`src/rtl/reorder_buffer.sv`:
```
// reorder_buffer: in-order retirement queue with CDB commit broadcast and mispredict/JALR flush.
module reorder_buffer #(
  parameter int ROB_CAP = 16,
  parameter int ROB_INDEX_BIT = 4,
  parameter int TYPE_BIT = 3
) (
  input  logic                     clk_in,
  input  logic                     rst_in,
  input  logic                     rdy_in,
  input  logic                     inst_req,
  input  logic [TYPE_BIT-1:0]      inst_type,
  input  logic [4:0]               inst_rd,
  input  logic [31:0]              inst_addr,
  input  logic                     inst_pred_jump,
  input  logic [31:0]              inst_jump_addr,
  output logic [ROB_INDEX_BIT-1:0] alloc_rob_id,
  output logic                     full,
  input  logic                     rs_ready,
  input  logic [ROB_INDEX_BIT-1:0] rs_rob_id,
  input  logic [31:0]              rs_result,
  input  logic                     lsb_ready,
  input  logic [ROB_INDEX_BIT-1:0] lsb_rob_id,
  input  logic [31:0]              lsb_result,
  input  logic [ROB_INDEX_BIT-1:0] query_id1,
  input  logic [ROB_INDEX_BIT-1:0] query_id2,
  output logic                     query_ready1,
  output logic                     query_ready2,
  output logic [31:0]              query_val1,
  output logic [31:0]              query_val2,
  output logic                     cdb_req,
  output logic [ROB_INDEX_BIT-1:0] cdb_rob_id,
  output logic [31:0]              cdb_val,
  output logic [4:0]               commit_rd,
  output logic                     clear,
  output logic [31:0]              correct_pc
);
  // Type encoding shared with issue: 0 LUI, 1 AUIPC, 2 JAL, 3 JALR, 4 branch, 5 load, 6 store, 7 ALU.
  localparam logic [TYPE_BIT-1:0] T_JALR = TYPE_BIT'(3);
  localparam logic [TYPE_BIT-1:0] T_BR = TYPE_BIT'(4);
  localparam logic [TYPE_BIT-1:0] T_ST = TYPE_BIT'(6);
  logic [ROB_INDEX_BIT-1:0] head, tail;
  logic [ROB_INDEX_BIT:0] count, next_count;
  logic [ROB_CAP-1:0] busy, ready;
  logic [TYPE_BIT-1:0] e_type [ROB_CAP];
  logic [4:0] e_rd [ROB_CAP];
  logic [31:0] e_addr [ROB_CAP];
  logic [31:0] e_jump [ROB_CAP];
  logic [31:0] e_val [ROB_CAP];
  logic [ROB_CAP-1:0] e_pred;
  logic commit, h_br, h_jalr, h_taken;
  logic [31:0] h_link;
  always_comb begin
    commit = ~clear & busy[head] & ready[head];
    next_count = count + (ROB_INDEX_BIT+1)'(inst_req) - (ROB_INDEX_BIT+1)'(commit);
    h_br = e_type[head] == T_BR;
    h_jalr = e_type[head] == T_JALR;
    h_taken = e_val[head][0];
    h_link = e_addr[head] + 32'd4;
  end
  assign alloc_rob_id = tail;
  // Same-cycle write-backs are forwarded, ALU path taking precedence.
  assign query_ready1 = (busy[query_id1] & ready[query_id1]) | (rs_ready & rs_rob_id == query_id1) | (lsb_ready & lsb_rob_id == query_id1);
  assign query_ready2 = (busy[query_id2] & ready[query_id2]) | (rs_ready & rs_rob_id == query_id2) | (lsb_ready & lsb_rob_id == query_id2);
  assign query_val1 = (rs_ready && rs_rob_id == query_id1) ? rs_result : (lsb_ready && lsb_rob_id == query_id1) ? lsb_result : e_val[query_id1];
  assign query_val2 = (rs_ready && rs_rob_id == query_id2) ? rs_result : (lsb_ready && lsb_rob_id == query_id2) ? lsb_result : e_val[query_id2];
  always_ff @(posedge clk_in)
    if (rst_in) begin
      head <= '0;
      tail <= '0;
      count <= '0;
      busy <= '0;
      ready <= '0;
      full <= 1'b0;
      cdb_req <= 1'b0;
      cdb_rob_id <= '0;
      cdb_val <= '0;
      commit_rd <= '0;
      clear <= 1'b0;
      correct_pc <= '0;
    end else if (rdy_in) begin
      if (clear) begin
        head <= '0;
        tail <= '0;
        count <= '0;
        busy <= '0;
        ready <= '0;
        full <= 1'b0;
        cdb_req <= 1'b0;
        clear <= 1'b0;
      end else begin
        if (inst_req) begin
          busy[tail] <= 1'b1;
          ready[tail] <= 1'b0;
          tail <= tail + 1'b1;
        end
        if (rs_ready) ready[rs_rob_id] <= 1'b1;
        if (lsb_ready) ready[lsb_rob_id] <= 1'b1;
        cdb_req <= commit;
        clear <= commit & (h_br ? h_taken != e_pred[head] : h_jalr);
        if (commit) begin
          busy[head] <= 1'b0;
          head <= head + 1'b1;
          cdb_rob_id <= head;
          cdb_val <= h_jalr ? h_link : e_val[head];
          commit_rd <= (h_br || e_type[head] == T_ST) ? 5'd0 : e_rd[head];
          correct_pc <= h_jalr ? e_val[head] & ~32'h1 : h_taken ? e_jump[head] : h_link;
        end
        count <= next_count;
        full <= next_count >= (ROB_INDEX_BIT+1)'(ROB_CAP - 2);
      end
    end
  always_ff @(posedge clk_in)
    if (rdy_in && !clear) begin
      if (inst_req) begin
        e_type[tail] <= inst_type;
        e_rd[tail] <= inst_rd;
        e_addr[tail] <= inst_addr;
        e_jump[tail] <= inst_jump_addr;
        e_pred[tail] <= inst_pred_jump;
      end
      if (rs_ready) e_val[rs_rob_id] <= rs_result;
      if (lsb_ready) e_val[lsb_rob_id] <= lsb_result;
    end
endmodule

```
`config.mk`:
```
export PLATFORM = sky130hd
export DESIGN_NAME = reorder_buffer
export DESIGN_NICKNAME = d
export VERILOG_FILES = /design/src/rtl/reorder_buffer.sv
export SDC_FILE = /design/constraint.sdc
export NUM_CORES = 2
export LEC_CHECK = 0
export CORE_ASPECT_RATIO = 1.25
export CORE_MARGIN = 3
export CORE_UTILIZATION = 40
export DETAILED_ROUTE_END_ITERATION = 10
export SLEW_MARGIN = 20
export SYNTH_ARGS = -nofsm -noshare
export SYNTH_HDL_FRONTEND = slang
export SYNTH_SLANG_ARGS = --single-unit
```
`constraint.sdc`:
```
create_clock -name clk_in -period 7.2 [get_ports clk_in]
set_input_delay 0.72 -clock clk_in [delete_from_list [all_inputs] [get_ports clk_in]]
set_output_delay 0.72 -clock clk_in [all_outputs]
set_load 0.005 [all_outputs]
```
After elaboration in Yosys (flattened, before gate mapping):

Memories as Yosys holds them, arrays and structs flattened. A register that Yosys moved wholly into a read port is not among the register bits.
Index checks and enable logic that the tools add are counted.

* word-level logic and storage cells: 155
* memories: 5
* bits of input ports: 159
* bits in writable memories: 1664
* bits in registers: 137

Memories
* e_addr: depth 16, bits a word 32, read ports 1, clocked after Yosys merged registers in 1, write ports 1, line 46 `logic [31:0] e_addr [ROB_CAP];`
* e_jump: depth 16, bits a word 32, read ports 1, clocked after Yosys merged registers in 1, write ports 1, line 47 `logic [31:0] e_jump [ROB_CAP];`
* e_val: depth 16, bits a word 32, read ports 3, clocked after Yosys merged registers in 1, write ports 2, line 48 `logic [31:0] e_val [ROB_CAP];`
* e_rd: depth 16, bits a word 5, read ports 1, clocked after Yosys merged registers in 1, write ports 1, line 45 `logic [4:0] e_rd [ROB_CAP];`
* e_type: depth 16, bits a word 3, read ports 1, clocked after Yosys merged registers in 1, write ports 1, line 44 `logic [TYPE_BIT-1:0] e_type [ROB_CAP];`

* reductions and logical operators: 17
* add/subtract/negate cells: 5
* bitwise operators: 21
* equal/unequal tests: 8
* muxes and demuxes: 75
* order comparisons: 11

Operator list (count)
* $mux 16: 16
* $mux 32: 7
* $mux 4: 14
* $or 16x16->16: 3
* $add 32x3->32 const B: 1
* $and 16x16->16: 2
* $not 16->16: 2
* $lt 4x5->1 const B: 6
* $bmux 1 s4: 7
* $mux 1: 24
* $bwmux 16: 1
* $demux 1 s4: 4
* $eq 4x4->1: 4
* $ge 4x1->1 const B: 4
* $mux 5: 2
* $and 1x1->1: 9
* $logic_and 1x1->1: 9
* $add 4x1->4 const B: 2
* $eq 3x3->1 const B: 2
* $reduce_and 2->1: 3
* $add 5x1->5: 1
* $ge 5x4->1 const B: 1
* $sub 5x1->5: 1
* $or 1x1->1: 4
* other kinds (7): 8

Longest topological paths before layout:

* word-level depth: 18
* gate-level depth with buffers: 19
* gate-level depth less buffers: 17

Least setup slack after synthesis:

Ideal clock, no wire load.

* path type: input -> register
* from: input port rdy_in
* to: memory e_addr[7][0] (enable)
* setup time: 0.594 ns
* data required time: 6.606 ns
* arrival: 6.272 ns
* slack: 0.334 ns
* cell stages on the path: 4
* cells stage by stage: clkbuf_1 > nand2b_1 > clkbuf_1 > nor3_1

* longest elaborated chain between the ends: 3

Ends and longest elaborated chain
* start, declared: line 9 `input logic rdy_in,`
* $logic_and 1x1->1: line 113 `if (rdy_in && !clear) begin`
* $mux 1: line 113
* $mux 1 (not written as such): line 117 `e_addr[tail] <= inst_addr;`
* end, declared: line 46

Every way passes these cells.

Worst setup path after layout:

* from: input port query_id2[1]
* to: output port query_val2[28]

* longest elaborated chain between the ends: 4
* elaborated cells on any way between the ends: 7

Ends and longest elaborated chain
* start, declared: line 25 `input logic [ROB_INDEX_BIT-1:0] query_id2,`
* branches (longest 3 deep; another with $mem_v2 16x32)
* $mux 32 (*): line 65 `assign query_val2 = (rs_ready && rs_rob_id == query_id2) ? rs_result : (lsb_ready && lsb_rob_id == query_id2) ...`
* end, declared: line 29 `output logic [31:0] query_val2,`

Every way passes the cells marked *.

==> results.py <==
metrics = {
    "power_and_ir_drop": {
        "clkPwrFrac_pct": 42.7,
        "vdd_drop_max_v": 0.000268,
        "p_int_mw": 17.8,
        "p_per_area_nw_per_um2": 232,
        "finalPower_mw": 22.9,
        "switching_share_pct": 22.5,
        "comb_power_share_pct": 6.5,
        "p_leak_nw": 30.1,
        "seqPwrFrac_pct": 50.8,
        "p_sw_mw": 5.14,
    },
    "floorplanning": {
        "fp.dieH_um": 526,
        "fp.dieArea_um2": 222000,
        "die_x_um": 422,
        "io_pins": 305,
        "rows": 190,
        "start_util_pct": 40.3,
        "core_um2": 215000,
    },
    "worst_setup_path": {
        "crit_path_start": "query_id2[1]",
        "cpMostUsedCell": "mux4_2",
        "path_cells": "buf_6, buf_4, mux4_2, mux4_2, mux2i_1, o21ai_0, clkdlybuf4s50_1",
        "r2r_end": "count[4]$_SDFFE_PP0P_",
        "crit_path_end_kind": "output port",
        "cp_top_family": "buffers and inverters",
        "rr_worst_depth": 16,
        "slowest_stage": "buf_4",
        "regToRegSetupSlack_ns": 2.48,
        "critPathMaxStageDelay_ns": 0.79,
        "criticalPathCategory": "in2out",
        "critical_path_arrival_ns": 4.06,
        "cp-start-kind": "primary input",
        "required_ns": 6.48,
        "path_max_fanout": 54,
        "reg2reg_from": "head[0]$_SDFFE_PP0P_",
        "cp.buffers_inverters": 3,
    },
    "yosys": {
        "ys_types": 76,
        "synthArstFlopShare_pct": 0,
        "netlist_area_um2": 86600,
        "synth_edf_count": 1680,
        "synth_cells": 4793,
        "yosysSeqAreaShare_pct": 61.2,
        "synth_seq_cells": 1805,
        "synth_nets": 4967,
        "synth-main-ff-cell": "edfxtp_1",
        "ys_warn_count": 0,
        "synth.avg_cell_area_um2": 18.1,
    },
    "clocking": {
        "clk_latency_ns": 0.88,
        "postCtsHoldBufs": 0,
        "numCtsBuffers": 188,
        "clock_path_buffers": 3,
        "ctsResizeCount": 0,
        "cts_root_buf": "clkbuf_16",
        "cts_htree_levels": 4,
        "tritoncts": "yes",
        "postCtsSetupBuffers": 0,
        "clkSinkCount": 1805,
        "clk_pin_slew_worst_paths_ns": 0.06,
    },
    "placed_design": {
        "hpwlAfterDp_um": 162000,
        "place_ws_ns": 2.45,
        "port-buffer-count": 304,
        "gp_congestion": 0.854,
    },
    "timing": {
        "min_period_ns": 4.78,
        "finalCritPeriodShare_pct": 66.3,
        "tns_ns": 0,
        "slew_violations": 0,
        "final-setup-viol-count": 0,
        "hold_violations": 0,
        "fmax_mhz": 209,
        "rsz0062_at_grt": "false",
        "worstMarginPinSlew_ns": 1.08,
        "layout_setup_ws_ns": 2.42,
        "finClkSkew_ns": 0.0542,
        "slew-limit-headroom_pct": 28.0,
    },
    "global_route": {
        "grt_pass1_wl_um": 391000,
        "grt_pass1_vias": 50800,
        "grtUsageTotal_pct": 24.6,
        "grt_max_degree": 100,
        "overflow": 0,
        "antenna_found_initial": 39,
    },
    "drt": {
        "postRouteAntennaNets": 0,
        "routed_wire_length_per_instance_um": 34.4,
        "drtIter0Drc": 5470,
        "vias": 49900,
        "vias_per_cell": 6.23,
        "dr.pass1.iters": 5,
        "drc": 0,
        "wirelength_um": 276000,
    },
    "finish": {
        "nets": 5133,
        "finish.utilization_pct": 46.0,
        "syn_to_final_growth_pct": 14.1,
        "final_common_cell": "edfxtp_1",
        "drive_gt1_share_pct": 34.9,
        "final_cell_mix": "edfxtp_1, mux4_2, mux2_2, clkdlybuf4s50_1, nand2_1",
    },
    "hold_path": {
        "hold_depth": 2,
        "min_from": "rst_in",
        "min_to": "correct_pc[2]$_SDFFE_PP0P_",
        "hold_class": "in2reg",
    },
    "run": {
        "cap_viol_max_count": 0,
    },
    "outcome": {
        "status": "finished clean",
    },
}
[cell families after synthesis]
kind of cell	synth area share [%]
AO/OA/AOI/OAI	3.00
AND/OR/NAND/NOR	3.18
adder cells (fa/ha/maj)	0.226
multiplexers	29.4
XOR/XNOR	0.405
buffers and inverters	2.60
flip-flops	61.2
[power groups by stage]
stage	logic (mW)	registers (mW)	clock network, mW
2_1_floorplan	0.827	11.8	0
3_3_place_gp	1.46	11.9	0
3_5_place_dp	1.48	11.9	0
4_1_cts	1.48	11.6	9.95
5_1_grt	1.56	11.6	10.3
6_report	1.48	11.6	9.78
[metrics by stage]
step	hold WS, ns	area (µm²)	cells
6_report	0.311	98800	8012
5_1_grt	0.281	98700	8001
4_1_cts	0.241	98700	7994
3_5_place_dp	0.452	92500	7649
3_3_place_gp	0.447	92500	7648
2_1_floorplan	0.443	86600	4793
[sequential cells by signal, summed over array words and instances (netlist names), named ones only]
signal        flops
e_addr          512
e_jump          512
e_val           512
e_rd             80
e_type           48
cdb_val          32
correct_pc       32
busy             16
e_pred           16
ready            16
commit_rd         5
count             5
alloc_rob_id      4
cdb_rob_id        4
head              4
cdb_req           1
clear             1
full              1
[metal layers]
layer / vias up / global-route usage [%] / part of all wire [%]
met1: 26900 / 31.5 / 38
met3: 552 / 4.54 / 7.5
li1: 20200 / - / -
met4: 14 / 10.9 / 4.7
met5: - / 0 / 0.035
met2: 2301 / 41.0 / 50
[worst max-delay path by stage]
stage	to	slack, ns	cells after the start
finish	query_val2[28]	2.42	7
global route	count[4]$_SDFFE_PP0P_	2.14	16
CTS	query_val1[6]	2.45	8
detailed placement	query_val1[6]	2.45	8
global placement	query_val1[6]	2.45	8
floorplan	e_addr[7][0]$_DFFE_PP_	0.33	4
[cell type report]
type,count,area (µm²)
Clock inverter,102,1230
Clock buffer,243,4960
Antenna cell,18,45.0
Fill cell,18400,116000
Tap cell,2880,3600
Multi-Input combinational cell,2513,31600
Timing Repair Buffer,420,4210
Sequential cell,1805,53000
Inverter,31,124
[cells in the mapped netlist (11+ instances only)]
library cell  number  area (µm²)
edfxtp_1        1680       50400
mux4_2           788       17700
mux2_2           518        5830
clkbuf_1         286        1070
nand2_1          270        1010
nor2_1           157         589
dfxtp_1          125        2500
mux2i_1          113        1130
o21ai_0          111         556
a21oi_1          105         526
buf_1             57         214
buf_2             47         235
o211ai_1          37         278
buf_4             29         218
inv_1             29         109
nand3_1           29         145
mux4_1            28         736
xnor2_1           28         245
a22oi_1           26         195
nor3_1            25         125
and2_1            24         150
a31oi_1           23         144
o22ai_1           21         131
a211oi_1          16         120
ha_1              14         175
a221oi_1          13         114
nand4_1           13        81.3
nor2b_1           12        75.1
xor2_1            12         105
buf_12            11         220
No activity file was read; power rests on OpenSTA's default activity.
